## config.mk

```make
export PLATFORM = sky130hd
export DESIGN_NAME = z_core_mem_bridge
export DESIGN_NICKNAME = d
export VERILOG_FILES = /design/src/rtl/z_core_mem_pkg.sv /design/src/rtl/z_core_lane_align.sv /design/src/rtl/z_core_mem_bridge.sv
export SDC_FILE = /design/constraint.sdc
export NUM_CORES = 1
export LEC_CHECK = 0
export BUFFER_PORTS_ARGS = -buffer_cell sky130_fd_sc_hd__clkbuf_2
export CAP_MARGIN = 20
export CELL_PAD_IN_SITES_DETAIL_PLACEMENT = 1
export CELL_PAD_IN_SITES_GLOBAL_PLACEMENT = 1
export CORE_UTILIZATION = 37
export DETAILED_ROUTE_END_ITERATION = 7
export PLACE_DENSITY_LB_ADDON = 0.1
export SLEW_MARGIN = 5
export SYNTH_ARGS = -nofsm -noshare
export SYNTH_HDL_FRONTEND = slang
export SYNTH_SLANG_ARGS = --single-unit
```

## constraint.sdc

```tcl
create_clock -name clk -period 3.5 [get_ports clk]
set_input_delay 0.175 -clock clk [delete_from_list [all_inputs] [get_ports clk]]
set_output_delay 0.175 -clock clk [all_outputs]
set_load 0.02 [all_outputs]
```

## src/rtl/z_core_mem_pkg.sv

```systemverilog
// Shared constants, FSM state type and access-legality helper for the Z-Core memory bridge.
package z_core_mem_pkg;

  localparam logic [2:0] F3_B  = 3'b000;
  localparam logic [2:0] F3_H  = 3'b001;
  localparam logic [2:0] F3_W  = 3'b010;
  localparam logic [2:0] F3_BU = 3'b100;
  localparam logic [2:0] F3_HU = 3'b101;

  localparam int DEF_TIMEOUT_CYCLES = 255;

  typedef enum logic [1:0] {
    ST_IDLE = 2'd0,
    ST_REQ  = 2'd1,
    ST_RSP  = 2'd2,
    ST_DONE = 2'd3
  } state_t;

  // Unsigned widths exist only for loads; alignment follows the access size.
  function automatic logic access_ok(input logic we, input logic [2:0] f3, input logic [1:0] a);
    logic ok;
    ok = 1'b0;
    case (f3)
      F3_B:    ok = 1'b1;
      F3_H:    ok = (a[0] == 1'b0);
      F3_W:    ok = (a == 2'b00);
      F3_BU:   ok = !we;
      F3_HU:   ok = !we && (a[0] == 1'b0);
      default: ok = 1'b0;
    endcase
    return ok;
  endfunction

endpackage

```

## src/rtl/z_core_lane_align.sv

```systemverilog
// Combinational byte-lane logic: store strobes/replicated data and load extraction/extension.
// Zero latency, no flow control.
module z_core_lane_align
  import z_core_mem_pkg::*;
(
  input  logic [2:0]  funct3,
  input  logic [1:0]  addr_lo,
  input  logic        we,
  input  logic [31:0] store_data,
  input  logic [31:0] load_word,
  output logic [3:0]  wstrb,
  output logic [31:0] wdata,
  output logic [31:0] load_data
);

  logic [31:0] shifted;

  always_comb begin
    wstrb = 4'b0000;
    wdata = store_data;
    if (we) begin
      case (funct3)
        F3_B: begin
          wstrb = 4'b0001 << addr_lo;
          wdata = {4{store_data[7:0]}};
        end
        F3_H: begin
          wstrb = 4'b0011 << addr_lo;
          wdata = {2{store_data[15:0]}};
        end
        F3_W:    wstrb = 4'b1111;
        default: wstrb = 4'b0000;
      endcase
    end
  end

  always_comb begin
    shifted = load_word >> {addr_lo, 3'b000};
    case (funct3)
      F3_B:    load_data = {{24{shifted[7]}}, shifted[7:0]};
      F3_BU:   load_data = {24'd0, shifted[7:0]};
      F3_H:    load_data = {{16{shifted[15]}}, shifted[15:0]};
      F3_HU:   load_data = {16'd0, shifted[15:0]};
      default: load_data = shifted;
    endcase
  end

endmodule

```

## src/rtl/z_core_mem_bridge.sv

```systemverilog
// Core memory port to valid/ready bus bridge; done 3 cycles after accept on a zero-wait bus, 1 on error.
// Request held stable until bus_req_ready; optional wait limit under Z_CORE_MEM_TIMEOUT_EN.
module z_core_mem_bridge
  import z_core_mem_pkg::*;
#(
  parameter int ADDR_W         = 32,
  parameter int TIMEOUT_CYCLES = DEF_TIMEOUT_CYCLES
) (
  input  logic              clk,
  input  logic              reset,
  input  logic              core_req,
  input  logic              core_we,
  input  logic [ADDR_W-1:0] core_addr,
  input  logic [31:0]       core_wdata,
  input  logic [2:0]        core_funct3,
  output logic              core_busy,
  output logic              core_done,
  output logic              core_err,
  output logic [31:0]       core_rdata,
  output logic              bus_req_valid,
  input  logic              bus_req_ready,
  output logic [ADDR_W-1:0] bus_addr,
  output logic              bus_we,
  output logic [3:0]        bus_wstrb,
  output logic [31:0]       bus_wdata,
  input  logic              bus_rsp_valid,
  input  logic [31:0]       bus_rdata
);

  state_t            state;
  logic              we_q;
  logic [ADDR_W-1:0] addr_q;
  logic [31:0]       wdata_q;
  logic [2:0]        f3_q;
  logic [31:0]       load_data;
  logic              timeout_hit;

  z_core_lane_align u_lane (
    .funct3     (f3_q),
    .addr_lo    (addr_q[1:0]),
    .we         (we_q),
    .store_data (wdata_q),
    .load_word  (bus_rdata),
    .wstrb      (bus_wstrb),
    .wdata      (bus_wdata),
    .load_data  (load_data)
  );

  assign core_busy = (state != ST_IDLE);
  assign bus_addr  = {addr_q[ADDR_W-1:2], 2'b00};
  assign bus_we    = we_q;

`ifdef Z_CORE_MEM_TIMEOUT_EN
  localparam int CNT_W = ($clog2(TIMEOUT_CYCLES + 1) > 8) ? $clog2(TIMEOUT_CYCLES + 1) : 8;
  logic [CNT_W-1:0] wait_cnt;

  // Held at zero in IDLE, so it starts from zero on every entry to REQ.
  always_ff @(posedge clk or posedge reset) begin
    if (reset) begin
      wait_cnt <= '0;
    end else if (state == ST_IDLE) begin
      wait_cnt <= '0;
    end else if (state == ST_REQ || state == ST_RSP) begin
      wait_cnt <= wait_cnt + 1'b1;
    end
  end

  assign timeout_hit = (wait_cnt == CNT_W'(TIMEOUT_CYCLES - 1));
`else
  localparam int unused_timeout = TIMEOUT_CYCLES;
  assign timeout_hit = 1'b0;
`endif

  always_ff @(posedge clk or posedge reset) begin
    if (reset) begin
      state         <= ST_IDLE;
      we_q          <= 1'b0;
      addr_q        <= '0;
      wdata_q       <= '0;
      f3_q          <= 3'b000;
      core_done     <= 1'b0;
      core_err      <= 1'b0;
      core_rdata    <= '0;
      bus_req_valid <= 1'b0;
    end else begin
      core_done <= 1'b0;
      case (state)
        ST_IDLE: begin
          if (core_req) begin
            we_q    <= core_we;
            addr_q  <= core_addr;
            wdata_q <= core_wdata;
            f3_q    <= core_funct3;
            if (access_ok(core_we, core_funct3, core_addr[1:0])) begin
              state         <= ST_REQ;
              bus_req_valid <= 1'b1;
              core_err      <= 1'b0;
            end else begin
              state     <= ST_DONE;
              core_done <= 1'b1;
              core_err  <= 1'b1;
            end
          end
        end
        ST_REQ: begin
          // A handshake in the final wait cycle still wins over the timeout.
          if (bus_req_ready) begin
            bus_req_valid <= 1'b0;
            state         <= ST_RSP;
          end else if (timeout_hit) begin
            bus_req_valid <= 1'b0;
            state         <= ST_DONE;
            core_done     <= 1'b1;
            core_err      <= 1'b1;
          end
        end
        ST_RSP: begin
          if (bus_rsp_valid) begin
            if (!we_q) core_rdata <= load_data;
            state     <= ST_DONE;
            core_done <= 1'b1;
          end else if (timeout_hit) begin
            state     <= ST_DONE;
            core_done <= 1'b1;
            core_err  <= 1'b1;
          end
        end
        ST_DONE: state <= ST_IDLE;
        default: state <= ST_IDLE;
      endcase
    end
  end

endmodule

```

==> flow_summary.json, run 1 <==
{
  "outcome": "complete, no violations",
  "worst_ep_arrival_time_ps": 2370,
  "die-height_um": 122,
  "cts.sinks": 105,
  "syn_to_final_growth_pct": 22.5,
  "port-buffer-count": 207,
  "num_io_pins": 210,
  "fp.dieW_um": 122,
  "maximum_number_of_pins_on_one_net_before_global_route_repair": 74,
  "postLayoutCoreUtil": 0.467,
  "cts_repair_resize_count": 0,
  "max_slew_margin": 0.332,
  "yosys_warnings": 0,
  "vias_in_the_first_global_route": 4257,
  "timing.rr.end": "core_rdata[8]",
  "setup_viol": 0,
  "htreeDepth": 3,
  "cp_slowest_cell": "sky130_fd_sc_hd__nor2_2",
  "gp_routability_congestion": 0.747,
  "design.core.area_mm2": 0.0140,
  "clock_latency_of_the_later_clocked_register_in_the_worst_skew_pair_ps": 350,
  "worstSetupPathType": "reg -> out",
  "floorplan.initialDensity": 0.381,
  "yosys_register_bits": 105,
  "insertedDiodeCount": 0,
  "number_of_violations_reported_at_the_end_of_detailed_routing_iteration_0": 130,
  "synth_top_cell_by_area": "sky130_fd_sc_hd__dfrtp_1",
  "groute.usage.overall": 0.192,
  "via_count": 4009,
  "cts_tree": "done",
  "r2r_start": "state[0]",
  "synthTopCellsByArea": "sky130_fd_sc_hd__dfrtp_1 49%, sky130_fd_sc_hd__mux2_2 19%, sky130_fd_sc_hd__buf_4 5.9%",
  "cts_post_setup_buffers_inserted": 0,
  "crit_path_end_kind": "output port",
  "root_buffer": "sky130_fd_sc_hd__clkbuf_16",
  "total_routed_wirelength_mm": 13.9,
  "final.setup.tns_ps": 0,
  "layout_worst_path_cycle_share": 0.726,
  "floorplan.die_area_mm2": 0.0149,
  "fin_worst_skew_ps": 6.31,
  "number_of_buffers_inserted_by_hold_repair_at_cts": 0,
  "most-common-layout-cells": "207 x sky130_fd_sc_hd__clkbuf_2, 105 x sky130_fd_sc_hd__dfrtp_1, 92 x sky130_fd_sc_hd__mux2_2",
  "start_kind": "register",
  "slew_violations": 0,
  "syn_area_per_cell_um2": 11.7,
  "fp-row-count": 43,
  "p_leak_uw": 0.00323,
  "worst_setup_path_endpoint": "bus_wdata[30]",
  "internal_reg_to_reg_setup_slack_ps": 1360,
  "clk_pin_slew_ps": 80,
  "synth.cell_area_mm2": 0.00533,
  "fill_cells": 1568,
  "vias_per_cell": 5.01,
  "timing.critical_path.required_ps": 3320,
  "dr.pass1.iters": 4,
  "final_nets": 723,
  "tritoncts.num_buffers": 9,
  "crit_chain": "nand2b_1 > nor2_2 > buf_4 > nor2_1 > a21oi_1 > clkbuf_2",
  "dpl_wire_length_mm": 10.3,
  "drc": 0,
  "max_slew.worst_pin.slew_ps": 1000,
  "mostFrequentLayoutCell": "sky130_fd_sc_hd__clkbuf_2",
  "max-cap-violations": 0,
  "r2r_cells": 7,
  "delay_of_the_slowest_cell_on_the_worst_path_ps": 700,
  "fin_area_mm2": 0.00653,
  "avgRoutedWirePerCell_um": 17.3,
  "yosysSeqAreaShare": 0.493,
  "drive_gt1_frac": 0.535,
  "ir_drop_mv": 0.410,
  "number_of_routed_nets_with_antenna_violations": 0,
  "grt_antenna_before_repair": 0,
  "synthesized_instance_count": 455,
  "critical_path.startpoint": "f3_q[2]",
  "period_minus_slack_ps": 2540,
  "rsz0062_at_grt": "no",
  "yosysTopAreaCellShare": 0.493,
  "grt_first_pass_wirelength_mm": 22.0,
  "clock.fmax_mhz": 394,
  "power_per_cell_area_mw_per_mm2": 1050,
  "placedInstanceArea_mm2": 0.00623,
  "netlist-cell-type-count": 42,
  "clock_path_buffers": 2,
  "crit_fanout": 17,
  "gr-total-overflow": 0,
  "endpoints_failing_hold": 0,
  "worst_min_path_class": "in -> async"
}
## power breakdown
| group | switching (uW) | internal, uW |
|---|---|---|
| registers | 523 | 1830 |
| clock network | 461 | 555 |
| logic | 1990 | 1490 |
| total | 2980 | 3870 |
## how the worst min path moves through the flow
stage,from,to,slack (ps)
after floorplan,bus_rdata[24],core_rdata[24],320
after global placement,core_addr[31],addr_q[31],410
after detailed placement,core_addr[20],addr_q[20],410
after CTS,core_addr[20],addr_q[20],30
after global routing,core_addr[30],addr_q[30],40
final,reset,addr_q[14],30
## metrics by stage
step / instances / total power [uW] / hold WS (ps) / setup slack (ps)
after floorplan: 456 / 5050 / 321 / 564
after global placement: 784 / 5780 / 407 / 1370
after detailed placement: 784 / 5900 / 412 / 1290
after CTS: 800 / 6940 / 34.8 / 904
after global routing: 800 / 7340 / 42.6 / 781
final: 800 / 6850 / 25.4 / 960
## final cells by class
cell class                      count  area, um^2  share of cell area
Tap cell                          180         225              0.0345
Timing Repair Buffer              215        1100               0.168
Clock inverter                      7        70.1              0.0107
Sequential cell                   105        2630               0.402
Multi-Input combinational cell    277        2260               0.346
Clock buffer                        9         225              0.0345
Inverter                            7        28.8             0.00441
## registers in the layout, summed over array words and instances, names as in the netlist
name and count:
wdata_q 32, f3_q 3, core_rdata 32, core_err 1, bus_we 1, core_done 1, state 2, addr_q 32
bus_req_valid 1
## logic make-up (layout without fill, tap and decap cells)
logic type,Yosys count,count (layout),synth area share
buffers and inverters,74,238,0.0857
multiplexers,118,118,0.243
AO/OA/AOI/OAI,80,80,0.102
flip-flops,105,105,0.493
XOR/XNOR,1,1,0.00164
other,1,2,0.000704
adder cells (fa/ha/maj),3,3,0.00704
AND/OR/NAND/NOR,73,73,0.0667
## synthesized netlist by cell type (all sizes together)
cell and instances:
a21oi 33, conb 1, nor2b 9, nor2 42, or3b 1, o2bb2ai 1, mux2 92, or3 1
mux2i 26, a221o 8, nand3 1, nor4 1, a21boi 1, dfrtp 105, a211oi 9, a22o 8
o21ai 12, nor3b 1, nand2b 4, buf 60, inv 7, xnor2 1, a31oi 2, o32a 1
a221oi 2, nand2 9, or2 1, nor3 3, o211a 1, ha 3, o21ba 1, clkbuf 7
a311o 1
## critical path, delay by kind of cell (launching register included)
kind                   cells  cell delay (ps)
DFF                        1              420
buffers and inverters      2              460
AOI/OAI and AO/OA          1              130
and+or+nand+nor            3             1010
## metal layers
| layer | global-route usage | wire (um) | vias up |
|---|---|---|---|
| li1 | - | - | 1885 |
| met1 | 0.247 | 6090 | 1975 |
| met2 | 0.303 | 6510 | 136 |
| met3 | 0.0557 | 1040 | 13 |
| met4 | 0.0725 | 220 | 0 |
| met5 | 0 | 0 | - |
Power figures use the tool's default switching activity.
==> run 2: changes to the inputs <==
clock period = 2.65 ns   (was 3.5 ns; I/O delays follow)
==> run 2 against run 1 <==
Effect of this change:
- wire length grew 2.6%
- register-to-register slack lost 780 ps
- hold slack lost 15 ps
- final cell count grew 1.9%
- clock power grew 30%
- sequential share of layout area shrank 0.96 points
- sequential power grew 29%
- global-route usage grew 0.69 points
- combinational power grew 36%
- critical path depth shrank 2
- clock-buffer cell count grew 1
==> flow_summary.json, run 2 (same netlist as run 1, synthesis figures left out) <==
{
  "cts_tree": "done",
  "power_per_cell_area_mw_per_mm2": 1360,
  "htreeDepth": 3,
  "multi_input_gate_area_in_the_final_layout_mm2": 0.00225,
  "crit_path_end_kind": "output port",
  "worst_ep_arrival_time_ps": 2040,
  "timing.rr.end": "core_rdata[31]",
  "number_of_routed_nets_with_antenna_violations": 0,
  "floorplan.initialDensity": 0.381,
  "fill_cells": 1554,
  "most-common-layout-cells": "207 x sky130_fd_sc_hd__clkbuf_2, 105 x sky130_fd_sc_hd__dfrtp_1, 92 x sky130_fd_sc_hd__mux2_2",
  "worstSetupPathType": "reg -> out",
  "layout_worst_path_cycle_share": 0.818,
  "syn_to_final_growth_pct": 25.5,
  "die-height_um": 122,
  "min_to": "wdata_q[26]",
  "clk_pin_slew_ps": 70,
  "crit_fanout": 8,
  "cts.sinks": 105,
  "gr-total-overflow": 0,
  "worst_min_path_class": "in -> reg",
  "mostFrequentLayoutCell": "sky130_fd_sc_hd__clkbuf_2",
  "total_routed_wirelength_mm": 14.2,
  "tritoncts.num_buffers": 9,
  "port-buffer-count": 207,
  "period_minus_slack_ps": 2170,
  "pre_cts_slack_ps": 598,
  "number_of_violations_reported_at_the_end_of_detailed_routing_iteration_0": 160,
  "final_critical_path_setup_slack_ps": 482,
  "root_buffer": "sky130_fd_sc_hd__clkbuf_16",
  "hold-path-cell-count": 2,
  "r2r_start": "state[0]",
  "vias_per_cell": 5.01,
  "rsz0062_at_grt": "no",
  "p_leak_uw": 0.00329,
  "drive_gt1_frac": 0.524,
  "cts_post_setup_buffers_inserted": 0,
  "max_slew_margin": 0.509,
  "setup_viol": 0,
  "slew_violations": 0,
  "final.setup.tns_ps": 0,
  "maximum_number_of_pins_on_one_net_before_global_route_repair": 70,
  "clock.fmax_mhz": 461,
  "clock_path_buffers": 2,
  "num_io_pins": 210,
  "dpl_wire_length_mm": 10.5,
  "fp-row-count": 43,
  "floorplan.die_area_mm2": 0.0149,
  "fp.dieW_um": 122,
  "drc": 0,
  "design.core.area_mm2": 0.0140,
  "vias_in_the_first_global_route": 4343,
  "timing.critical_path.required_ps": 2520,
  "register_area_mm2": 0.00263,
  "grt_antenna_before_repair": 0,
  "via_count": 4083,
  "fin_worst_skew_ps": 5.51,
  "internal_reg_to_reg_setup_slack_ps": 580,
  "endpoints_failing_hold": 0,
  "gp_routability_congestion": 0.761,
  "final_nets": 738,
  "hold_path_startpoint": "core_wdata[26]",
  "outcome": "complete, no violations",
  "groute.usage.overall": 0.199,
  "clock_latency_of_the_later_clocked_register_in_the_worst_skew_pair_ps": 350,
  "max-cap-violations": 0,
  "start_kind": "register",
  "insertedDiodeCount": 0,
  "dr.pass1.iters": 4,
  "ir_drop_mv": 0.593,
  "largest_registers": "addr_q (32), core_rdata (32), wdata_q (32)",
  "avgRoutedWirePerCell_um": 17.5,
  "max_slew.worst_pin.slew_ps": 736,
  "r2r_cells": 6,
  "grt_first_pass_wirelength_mm": 22.5
}
## run 2: changes by cell type in the layout (fill, tap and decap cells not counted)
cell,before,now
sky130_fd_sc_hd__inv_4,1,0
sky130_fd_sc_hd__clkbuf_1,0,1
sky130_fd_sc_hd__inv_6,1,0
sky130_fd_sc_hd__dlygate4sd3_1,0,13
sky130_fd_sc_hd__clkinv_2,3,4
sky130_fd_sc_hd__buf_12,0,2
sky130_fd_sc_hd__nand2_2,0,1
sky130_fd_sc_hd__nand2_4,1,0
## run 2: critical path: stages, from the launching register on
cell and delay [ps]:
sky130_fd_sc_hd__dfrtp_1 420, sky130_fd_sc_hd__nand2b_1 280, sky130_fd_sc_hd__nor3_4 430, sky130_fd_sc_hd__mux2_2 390, sky130_fd_sc_hd__clkbuf_2 160
## run 2: how the worst max path moves through the flow
| stage | cells after the start | startpoint | endpoint |
|---|---|---|---|
| finish | 4 | f3_q[2] | bus_wdata[11] |
| global route | 4 | f3_q[2] | bus_wdata[9] |
| CTS | 4 | f3_q[2] | bus_wdata[13] |
| detailed placement | 6 | state[0] | core_rdata[31] |
| global placement | 6 | state[0] | core_rdata[24] |
| floorplan | 7 | state[0] | f3_q[0] |
## run 2: per-layer routing
layer / track usage / vias up / wire length, um
met5: 0 / - / 0
met4: 0.0702 / 0 / 204
met3: 0.0595 / 12 / 1120
met2: 0.319 / 131 / 6840
met1: 0.253 / 2018 / 6070
li1: - / 1922 / -
## run 2: per-stage QoR
step | hold slack [ps] | util | cells | instance area, um^2 | power, uW
global placement | 267 | 0.448 | 786 | 6270 | 7670
CTS | 0.143 | 0.478 | 815 | 6690 | 9210
detailed placement | 275 | 0.448 | 786 | 6270 | 7830
floorplan | 278 | - | 456 | 5340 | 6680
finish | 10.6 | 0.478 | 815 | 6690 | 9070
global route | 3.21 | 0.478 | 815 | 6690 | 9710
## run 2: cell type report
class / count / share of cell area
Sequential cell: 105 / 0.393
Multi-Input combinational cell: 277 / 0.337
Timing Repair Buffer: 230 / 0.189
Clock buffer: 10 / 0.0342
Tap cell: 180 / 0.0337
Clock inverter: 6 / 0.00879
Inverter: 7 / 0.00449
## run 2: power by group
group | internal (uW) | leakage [uW] | switching, uW
registers | 2420 | 0.00126 | 604
logic | 1990 | 0.00189 | 2730
clock network | 729 | 0.000146 | 599
## run 2: what timing repair did
action / CTS / global route
hold buffers: 13 / 0
endpoints found under the hold margin: 41 / 0
endpoints found under the setup margin: 0 / 0
resized for setup: 0 / 0
